[config.mk]
export PLATFORM = sky130hd
export DESIGN_NAME = udp_filter
export DESIGN_NICKNAME = d
export VERILOG_FILES = /design/src/rtl/udp_filter.sv
export SDC_FILE = /design/constraint.sdc
export NUM_CORES = 1
export LEC_CHECK = 0
export BUFFER_PORTS_ARGS = -buffer_cell sky130_fd_sc_hd__buf_4
export CORE_MARGIN = 2
export CORE_UTILIZATION = 52
export DETAILED_ROUTE_END_ITERATION = 12
export HOLD_SLACK_MARGIN = 0.15
export PLACE_DENSITY = 0.94
export SLEW_MARGIN = 0
export SYNTH_ARGS = -nofsm -noshare
export SYNTH_HDL_FRONTEND = slang
export SYNTH_SLANG_ARGS = --single-unit
[constraint.sdc]
create_clock -name clk_i -period 5.6 [get_ports clk_i]
set_input_delay 0.56 -clock clk_i [delete_from_list [all_inputs] [get_ports clk_i]]
set_output_delay 0.56 -clock clk_i [all_outputs]
set_load 0.01 [all_outputs]
[src/rtl/udp_filter.sv]
// UDP receive filter: inspects the first five 64-bit beats of each Ethernet
// frame (IPv4 EtherType, IHL=5, UDP protocol, destination address) and
// forwards accepted frames to a downstream FIFO.  On rejection the FIFO is
// held in reset until it reports empty, which discards any partial frame
// already written.
//
// state | meaning
// ------+---------------------------------------------------------------
// HDR   | header beats 0-4 of a frame; each beat checked and written
// PASS  | header accepted, forwarding payload until frame_last_i
// DROP  | frame rejected, discarding words until frame_last_i
// FLUSH | FIFO held in reset until fifo_empty_i; all inputs ignored
module udp_filter (
  input  logic        clk_i,
  input  logic        s_rst_i,
  input  logic        en_i,
  input  logic [31:0] ipv4_addr_i,
  input  logic [63:0] frame_i,
  input  logic        frame_last_i,
  output logic        frame_valid_o,
  output logic        fifo_wr_en_o,
  output logic [63:0] fifo_data_o,
  input  logic        fifo_empty_i,
  output logic        fifo_rst_n_o
);

  typedef enum logic [1:0] {
    ST_HDR   = 2'd0,
    ST_PASS  = 2'd1,
    ST_DROP  = 2'd2,
    ST_FLUSH = 2'd3
  } state_t;

  localparam logic [2:0] LAST_HDR_BEAT = 3'd4;

  state_t     state;
  state_t     state_nxt;
  logic [2:0] beat;
  logic [2:0] beat_nxt;
  logic       beat_ok;
  logic       runt;
  logic       accept_word;
  logic       wr_nxt;
  logic       valid_nxt;
  logic       rst_n_nxt;

  // Header field check for the beat currently on frame_i; address compared live.
  always_comb begin
    beat_ok = 1'b1;
    case (beat)
      3'd1: beat_ok = (frame_i[39:32] == 8'h08) && (frame_i[47:40] == 8'h00) &&
                      (frame_i[55:48] == 8'h45);
      3'd2: beat_ok = (frame_i[63:56] == 8'h11);
      3'd3: beat_ok = ({frame_i[55:48], frame_i[63:56]} == ipv4_addr_i[31:16]);
      3'd4: beat_ok = ({frame_i[7:0], frame_i[15:8]} == ipv4_addr_i[15:0]);
      default: beat_ok = 1'b1;
    endcase
  end

  // A frame ending before the last header beat is too short to be a valid UDP frame.
  assign runt        = frame_last_i && (beat != LAST_HDR_BEAT);
  assign accept_word = beat_ok && !runt;

  // State register, beat counter and registered outputs.
  always_ff @(posedge clk_i) begin
    if (s_rst_i) begin
      state         <= ST_FLUSH;
      beat          <= 3'd0;
      fifo_wr_en_o  <= 1'b0;
      fifo_data_o   <= 64'd0;
      frame_valid_o <= 1'b0;
      fifo_rst_n_o  <= 1'b0;
    end else begin
      state         <= state_nxt;
      beat          <= beat_nxt;
      fifo_wr_en_o  <= wr_nxt;
      frame_valid_o <= valid_nxt;
      fifo_rst_n_o  <= rst_n_nxt;
      if (wr_nxt) begin
        fifo_data_o <= frame_i;
      end
    end
  end

  // Next-state and beat-counter logic.
  always_comb begin
    state_nxt = state;
    beat_nxt  = beat;
    case (state)
      ST_HDR: begin
        if (en_i) begin
          if (frame_last_i) begin
            beat_nxt = 3'd0;
          end else if (beat != LAST_HDR_BEAT) begin
            beat_nxt = beat + 3'd1;
          end
          if (accept_word) begin
            if ((beat == LAST_HDR_BEAT) && !frame_last_i) begin
              state_nxt = ST_PASS;
            end
          end else begin
            state_nxt = frame_last_i ? ST_FLUSH : ST_DROP;
          end
        end
      end
      ST_PASS: begin
        if (en_i && frame_last_i) begin
          state_nxt = ST_HDR;
          beat_nxt  = 3'd0;
        end
      end
      ST_DROP: begin
        if (en_i && frame_last_i) begin
          state_nxt = ST_FLUSH;
          beat_nxt  = 3'd0;
        end
      end
      ST_FLUSH: begin
        // Leaving FLUSH depends only on the FIFO; words arriving here are dropped.
        if (fifo_empty_i) begin
          state_nxt = ST_HDR;
        end
      end
      default: begin
        state_nxt = ST_FLUSH;
        beat_nxt  = 3'd0;
      end
    endcase
  end

  // Output decode; writes only happen while staying in HDR/PASS, so the FIFO is never written in reset.
  always_comb begin
    wr_nxt    = 1'b0;
    valid_nxt = 1'b0;
    rst_n_nxt = (state_nxt == ST_HDR) || (state_nxt == ST_PASS);
    if (en_i) begin
      if (state == ST_PASS) begin
        wr_nxt = 1'b1;
      end else if ((state == ST_HDR) && accept_word) begin
        wr_nxt = 1'b1;
      end
    end
    valid_nxt = wr_nxt && frame_last_i;
  end

endmodule

# Word-level counts from Yosys, hierarchy flattened
# Cells that the tools add are included.
dict set report word_totals {
  regBits 72
  inputBits 101
}
dict set report classes {
  n_addsub 1
  eq_ne 17
  mux 17
  n_reduce_logical 17
}
# op count
set op_table {}
lappend op_table {{16-bit == test} 2}
lappend op_table {{2-bit 2-to-1 mux} 6}
lappend op_table {{3-bit 2-to-1 mux} 4}
lappend op_table {{8-bit by 4-bit == test with 1-bit output (second input constant)} 1}
lappend op_table {{8-bit by 5-bit == test with 1-bit output (second input constant)} 1}
lappend op_table {{8-bit by 7-bit == test with 1-bit output (second input constant)} 1}
lappend op_table {{1-bit logical AND} 8}
lappend op_table {{8-bit logical NOT} 1}
lappend op_table {{2-bit one-hot mux with 4 select lines} 1}
lappend op_table {{3-bit by 2-bit == test with 1-bit output (second input constant)} 2}
lappend op_table {{3-bit != test (second input constant)} 2}
lappend op_table {{3-bit one-hot mux with 2 select lines} 1}
lappend op_table {{2-bit by 1-bit == test with 1-bit output (second input constant)} 2}
lappend op_table {{2-bit == test (second input constant)} 2}
lappend op_table {{2-bit logical NOT} 2}
lappend op_table {{1-bit 2-to-1 mux} 4}
lappend op_table {{1-bit one-hot mux with 4 select lines} 1}
lappend op_table {{4-bit AND reduction} 1}
lappend op_table {{3-bit by 1-bit adder with 3-bit output (second input constant)} 1}
lappend op_table {{3-bit by 1-bit == test with 1-bit output (second input constant)} 1}
lappend op_table {{3-bit == test (second input constant)} 1}
lappend op_table {{1-bit logical NOT} 2}
lappend op_table {{2-bit by 1-bit != test with 1-bit output (second input constant)} 1}
lappend op_table {{2-bit != test (second input constant)} 1}
lappend op_table {{3 further kinds} 3}

# Depth between registers and ports, before layout
dict set report logic_depth {
  depth_word 10
  ltp_mapped 10
  mapped_depth_nobuf 8
}

# Worst setup path before layout
# OpenSTA, ideal clock, no wires.
dict set report synth_timing {
  kind {input-to-reg}
  from {in frame_i[48]}
  to {reg fifo_data_o[24]}
  setup_ns 0.072
  arrival_time_ns 1.948
  t_required_ns 5.528
  slack_ns 3.580
  stages 8
  path_buffers 2
  cell_sequence {xor2_1 -> nor4_1 -> nand3_1 -> o31a_1 -> o21ai_2 -> buf_6 -> buf_8 -> mux2i_1}
}
dict set report synth_between {
  elab_chain_cells 8
  word_cells_on_any_way 9
  cone_classes {eq/ne: 2; mux: 4; reduce/logical: 3}
}
# item line
set synth_lines {}
lappend synth_lines {{from (decl)} 18} ;# input logic [63:0] frame_i,
lappend synth_lines {{8-bit by 7-bit == test with 1-bit output} 52} ;# (frame_i[55:48] == 8'h45);
lappend synth_lines {{1-bit logical AND} 51} ;# 3'd1: beat_ok = (frame_i[39:32] == 8'h08) && (frame_i[47:40] == 8'h00) &&
lappend synth_lines {{1-bit one-hot mux with 4 select lines *} 50} ;# case (beat)
lappend synth_lines {{1-bit logical AND *} 62} ;# assign accept_word = beat_ok && !runt;
lappend synth_lines {{1-bit logical AND *} 139} ;# end else if ((state == ST_HDR) && accept_word) begin
lappend synth_lines {{1-bit 2-to-1 mux *} 139}
lappend synth_lines {{1-bit 2-to-1 mux *} 137} ;# if (state == ST_PASS) begin
lappend synth_lines {{1-bit 2-to-1 mux *} 136} ;# if (en_i) begin
lappend synth_lines {{to (signal assigned)} 80} ;# fifo_data_o <= frame_i;
lappend synth_lines {{to (decl)} 22} ;# output logic [63:0] fifo_data_o,
# Every way passes the cells marked *; elsewhere a longest branch is shown, timed or not.
# A chain may end at the register's enable or synchronous reset.

# Worst setup path in the final report
dict set report layout_timing {
  from {reg beat[0]}
  to {reg fifo_data_o[49]}
}
dict set report layout_between {
  elab_chain_cells 8
  word_cells_on_any_way 13
  cone_classes {eq/ne: 5; mux: 4; reduce/logical: 4}
}
# item line
set layout_lines {}
lappend layout_lines {{from (decl)} 38} ;# logic [2:0] beat;
lappend layout_lines {{from (signal assigned)} 75} ;# beat <= beat_nxt;
lappend layout_lines {{parallel branches: the longest is 3 deep, another holds 1-bit one-hot mux with 4 select lines} n/a}
lappend layout_lines {{1-bit logical AND *} 62}
lappend layout_lines {{1-bit logical AND *} 139}
lappend layout_lines {{1-bit 2-to-1 mux *} 139}
lappend layout_lines {{1-bit 2-to-1 mux *} 137}
lappend layout_lines {{1-bit 2-to-1 mux *} 136}
# Every way passes the cells marked *.

==> run_results.csv <==
group,metric,value,unit
worst_setup_path,worstReg2RegEnd,"fifo_data_o[49]",
outcome,status,"complete, no violations",
clock_tree,cts_buffers,9,
clock_tree,clockBufferDepth,2,
floorplanning,die_w,90.7,µm
floorplanning,coreArea,7250,µm²
min_path,whs_endpoint,"fifo_data_o[17]",
synth,yosysSeqAreaShare,0.369,
worst_setup_path,crit_chain,"ha_1 -> nor4b_2 -> nand4_1 -> o221ai_1 -> a41oi_1 -> o21ai_4 -> buf_4 -> mux2i_1",
floorplanning,rows,31,
synth,yosysMostFrequentCell,"nand2b_1",
synth,async_reset_ff_frac,0,
clock_tree,cts_tree,"done",
clock_tree,root_buffer,"clkbuf_8",
worst_setup_path,rrSetupSlack,3.00,ns
timing,maxSlewViolCount,0,
min_path,hold_path.class,"reg -> reg",
synth,synth_area,3910,µm²
placed_design,post-dp-hpwl,7.42,mm
timing,tns,0,ns
power_and_ir_drop,ir_drop,0.170,mV
worst_setup_path,crit_path_end_kind,"flop",
floorplanning,die_area,8230,µm²
floorplanning,io_pins,168,
synth,syn_inst,404,
layout,area_delta_synth_final,38.7,%
clock_tree,clock-sinks,72,
power_and_ir_drop,total_power,1750,µW
min_path,hold_depth,2,
timing,fin_crit,2.60,ns
timing,setup_viol,0,
detailed_routing,vias,3396,
worst_setup_path,cp_top_family,"compound AO/OA/AOI/OAI gates",
global_route,grt_pass1_wl,16.0,mm
detailed_routing,ant_nets,0,
timing,finalCritPeriodShare,0.464,
detailed_routing,drt_iter0_drc,156,
clock_tree,clock_latency,0.34,ns
worst_setup_path,cp_slowest_cell,"buf_4",
synth,syn_avg_cell_area,9.68,µm²
clock_tree,cts_resized,0,
worst_setup_path,crit_buf_inv,1,
global_route,grt_max_degree,138,
synth,yosysWarnings,0,
clock_tree,h-tree-depth,3,
detailed_routing,avgRoutedWirePerCell,15.1,µm
synth,synthesis.nets,515,
power_and_ir_drop,power_density,323,nW/µm²
detailed_routing,viasPerCell,5.12,
layout,insertedDiodeCount,0,
synth,synth_edf_count,0,
global_route,antenna_found_initial,0,
floorplanning,die_height,90.7,µm
worst_setup_path,r2r_cells,8,
synth,synthFlopType,"dfxtp_1",
timing,fmax,385,MHz
clock_tree,postCtsSetupBuffers,0,
min_path,worstHoldStart,"fifo_data_o[17]",
synth,synth_top_cell_by_area,"dfxtp_1",
detailed_routing,routed_wl,9.98,mm
worst_setup_path,r2r_start,"beat[0]",
worst_setup_path,crit_fanout,33,
timing,fin_skew,0.00974,ns
synth,yosysUniqueCellTypes,41,
synth,ys_ff_latch,72,
global_route,grt_overflow,0,
global_route,grt.total_usage,0.241,
placed_design,portBuffers,167,
clock_tree,hold_buffers,0,
placed_design,gp_congestion,0.854,
synth,synthTopCellsByCount,"nand2b_1, dfxtp_1, mux2i_1",
timing,worst_pin_slew,0.916,ns
worst_setup_path,critPathRequiredTime,5.86,ns
layout,fill_cells,527,
worst_setup_path,path_class,"reg -> reg",
run,drv_cap,0,
worst_setup_path,slowest_delay,0.48,ns
timing,rsz0062_at_grt,"false",
worst_setup_path,arrival,2.86,ns
floorplanning,initial_utilization,0.539,
synth,synth_area_leaders,"dfxtp_1, nand2b_1, mux2i_1",
timing,relSlewSlack,0.389,
worst_setup_path,crit_path_start_kind,"flop",
detailed_routing,drt-pass1-iter-count,4,
layout,nNetsFinal,671,
global_route,grt_pass1_vias,3423,
detailed_routing,post-route-drc-count,0,
layout,layout-drive-gt1-share,0.332,
clock_tree,clk_pin_slew,0.07,ns
synth,netlist.area_leader.share,0.369,
power_and_ir_drop,leakagePower,0.00232,µW
timing,hold_viol,0,
-- layer usage --
layer | part of all wire | vias to the layer above | global-route usage | wire length [µm]
met4 | 0.011 | 0 | 0.0731 | 110
met1 | 0.41 | 1581 | 0.292 | 4110
met5 | 0 | - | 0 | 0
li1 | - | 1667 | - | -
met2 | 0.51 | 138 | 0.417 | 5050
met3 | 0.072 | 10 | 0.0643 | 719
-- placed cells by master (no fill, tap or decap), types with 3 or more instances in the layout --
| cell | instances |
|---|---|
| nor4_1 | 6 |
| ha_1 | 10 |
| a21oi_1 | 6 |
| dfxtp_1 | 72 |
| buf_4 | 169 |
| nor3_1 | 4 |
| nand2b_1 | 128 |
| bufinv_16 | 4 |
| nor2_1 | 6 |
| inv_1 | 6 |
| xnor2_1 | 9 |
| xor2_1 | 23 |
| nand2_1 | 7 |
| nand3_1 | 5 |
| mux2i_1 | 64 |
| nor4b_1 | 5 |
| nand4_1 | 3 |
| clkbuf_8 | 10 |
-- per-stage QoR --
step / cells / util / hold slack, ns / worst slack [ns] / instance area [µm²]
floorplan: 404 / - / 0.465 / 3.58 / 3910
global placement: 648 / 0.711 / 0.459 / 2.90 / 5160
detailed placement: 648 / 0.711 / 0.462 / 2.85 / 5160
CTS: 663 / 0.748 / 0.470 / 3.00 / 5420
global route: 663 / 0.748 / 0.474 / 2.83 / 5420
finish: 663 / 0.748 / 0.477 / 3.00 / 5420
-- layout make-up --
cell class	instances	area, µm²	share of cell area
inverter	6	22.5	0.00415
sequential	72	1440	0.266
multi-input combinational	302	2300	0.424
timing repair buffer	169	1270	0.234
clock inverter	5	129	0.0238
tap	99	124	0.0228
clock buffer	10	138	0.0254
-- logic make-up (layout without fill, tap and decap cells) --
family / count (synthesis) / count (layout) / share of synthesized area
AOI/OAI and AO/OA: 20 / 20 / 0.0384
xor gates and xnor gates: 32 / 32 / 0.0717
adders and majority gates: 10 / 10 / 0.0320
buffers and inverters: 30 / 190 / 0.0451
DFF: 72 / 72 / 0.369
muxes: 64 / 64 / 0.164
and+or+nand+nor: 176 / 176 / 0.281
-- sequential cells by signal (all words and copies together), names as in the netlist, named ones only --
register       flops
fifo_wr_en_o       1
fifo_rst_n_o       1
fifo_data_o       64
beat               3
state              1
frame_valid_o      1
-- tightest hold or removal path, stage by stage (launching register included) --
cell	delay (ns)
dfxtp_1	0.32
nand2b_1	0.06
mux2i_1	0.05
-- power breakdown --
group	internal [µW]	switching, µW	leakage [µW]
registers	596	54.5	0.000586
clock network	352	193	0.000133
logic	292	267	0.00161
-- how the worst max path moves through the flow --
| stage | start | endpoint | slack [ns] | cells after the start |
|---|---|---|---|---|
| 5_1_grt | beat[0] | fifo_data_o[49] | 2.83 | 8 |
| 2_1_floorplan | frame_i[48] | fifo_data_o[24] | 3.58 | 8 |
| 4_1_cts | beat[0] | fifo_data_o[49] | 3.00 | 8 |
| 3_3_place_gp | frame_i[34] | fifo_data_o[62] | 2.90 | 8 |
| 3_5_place_dp | frame_i[34] | fifo_data_o[38] | 2.85 | 8 |
| 6_report | beat[0] | fifo_data_o[49] | 3.00 | 8 |
No activity file was read; power rests on OpenSTA's default activity.
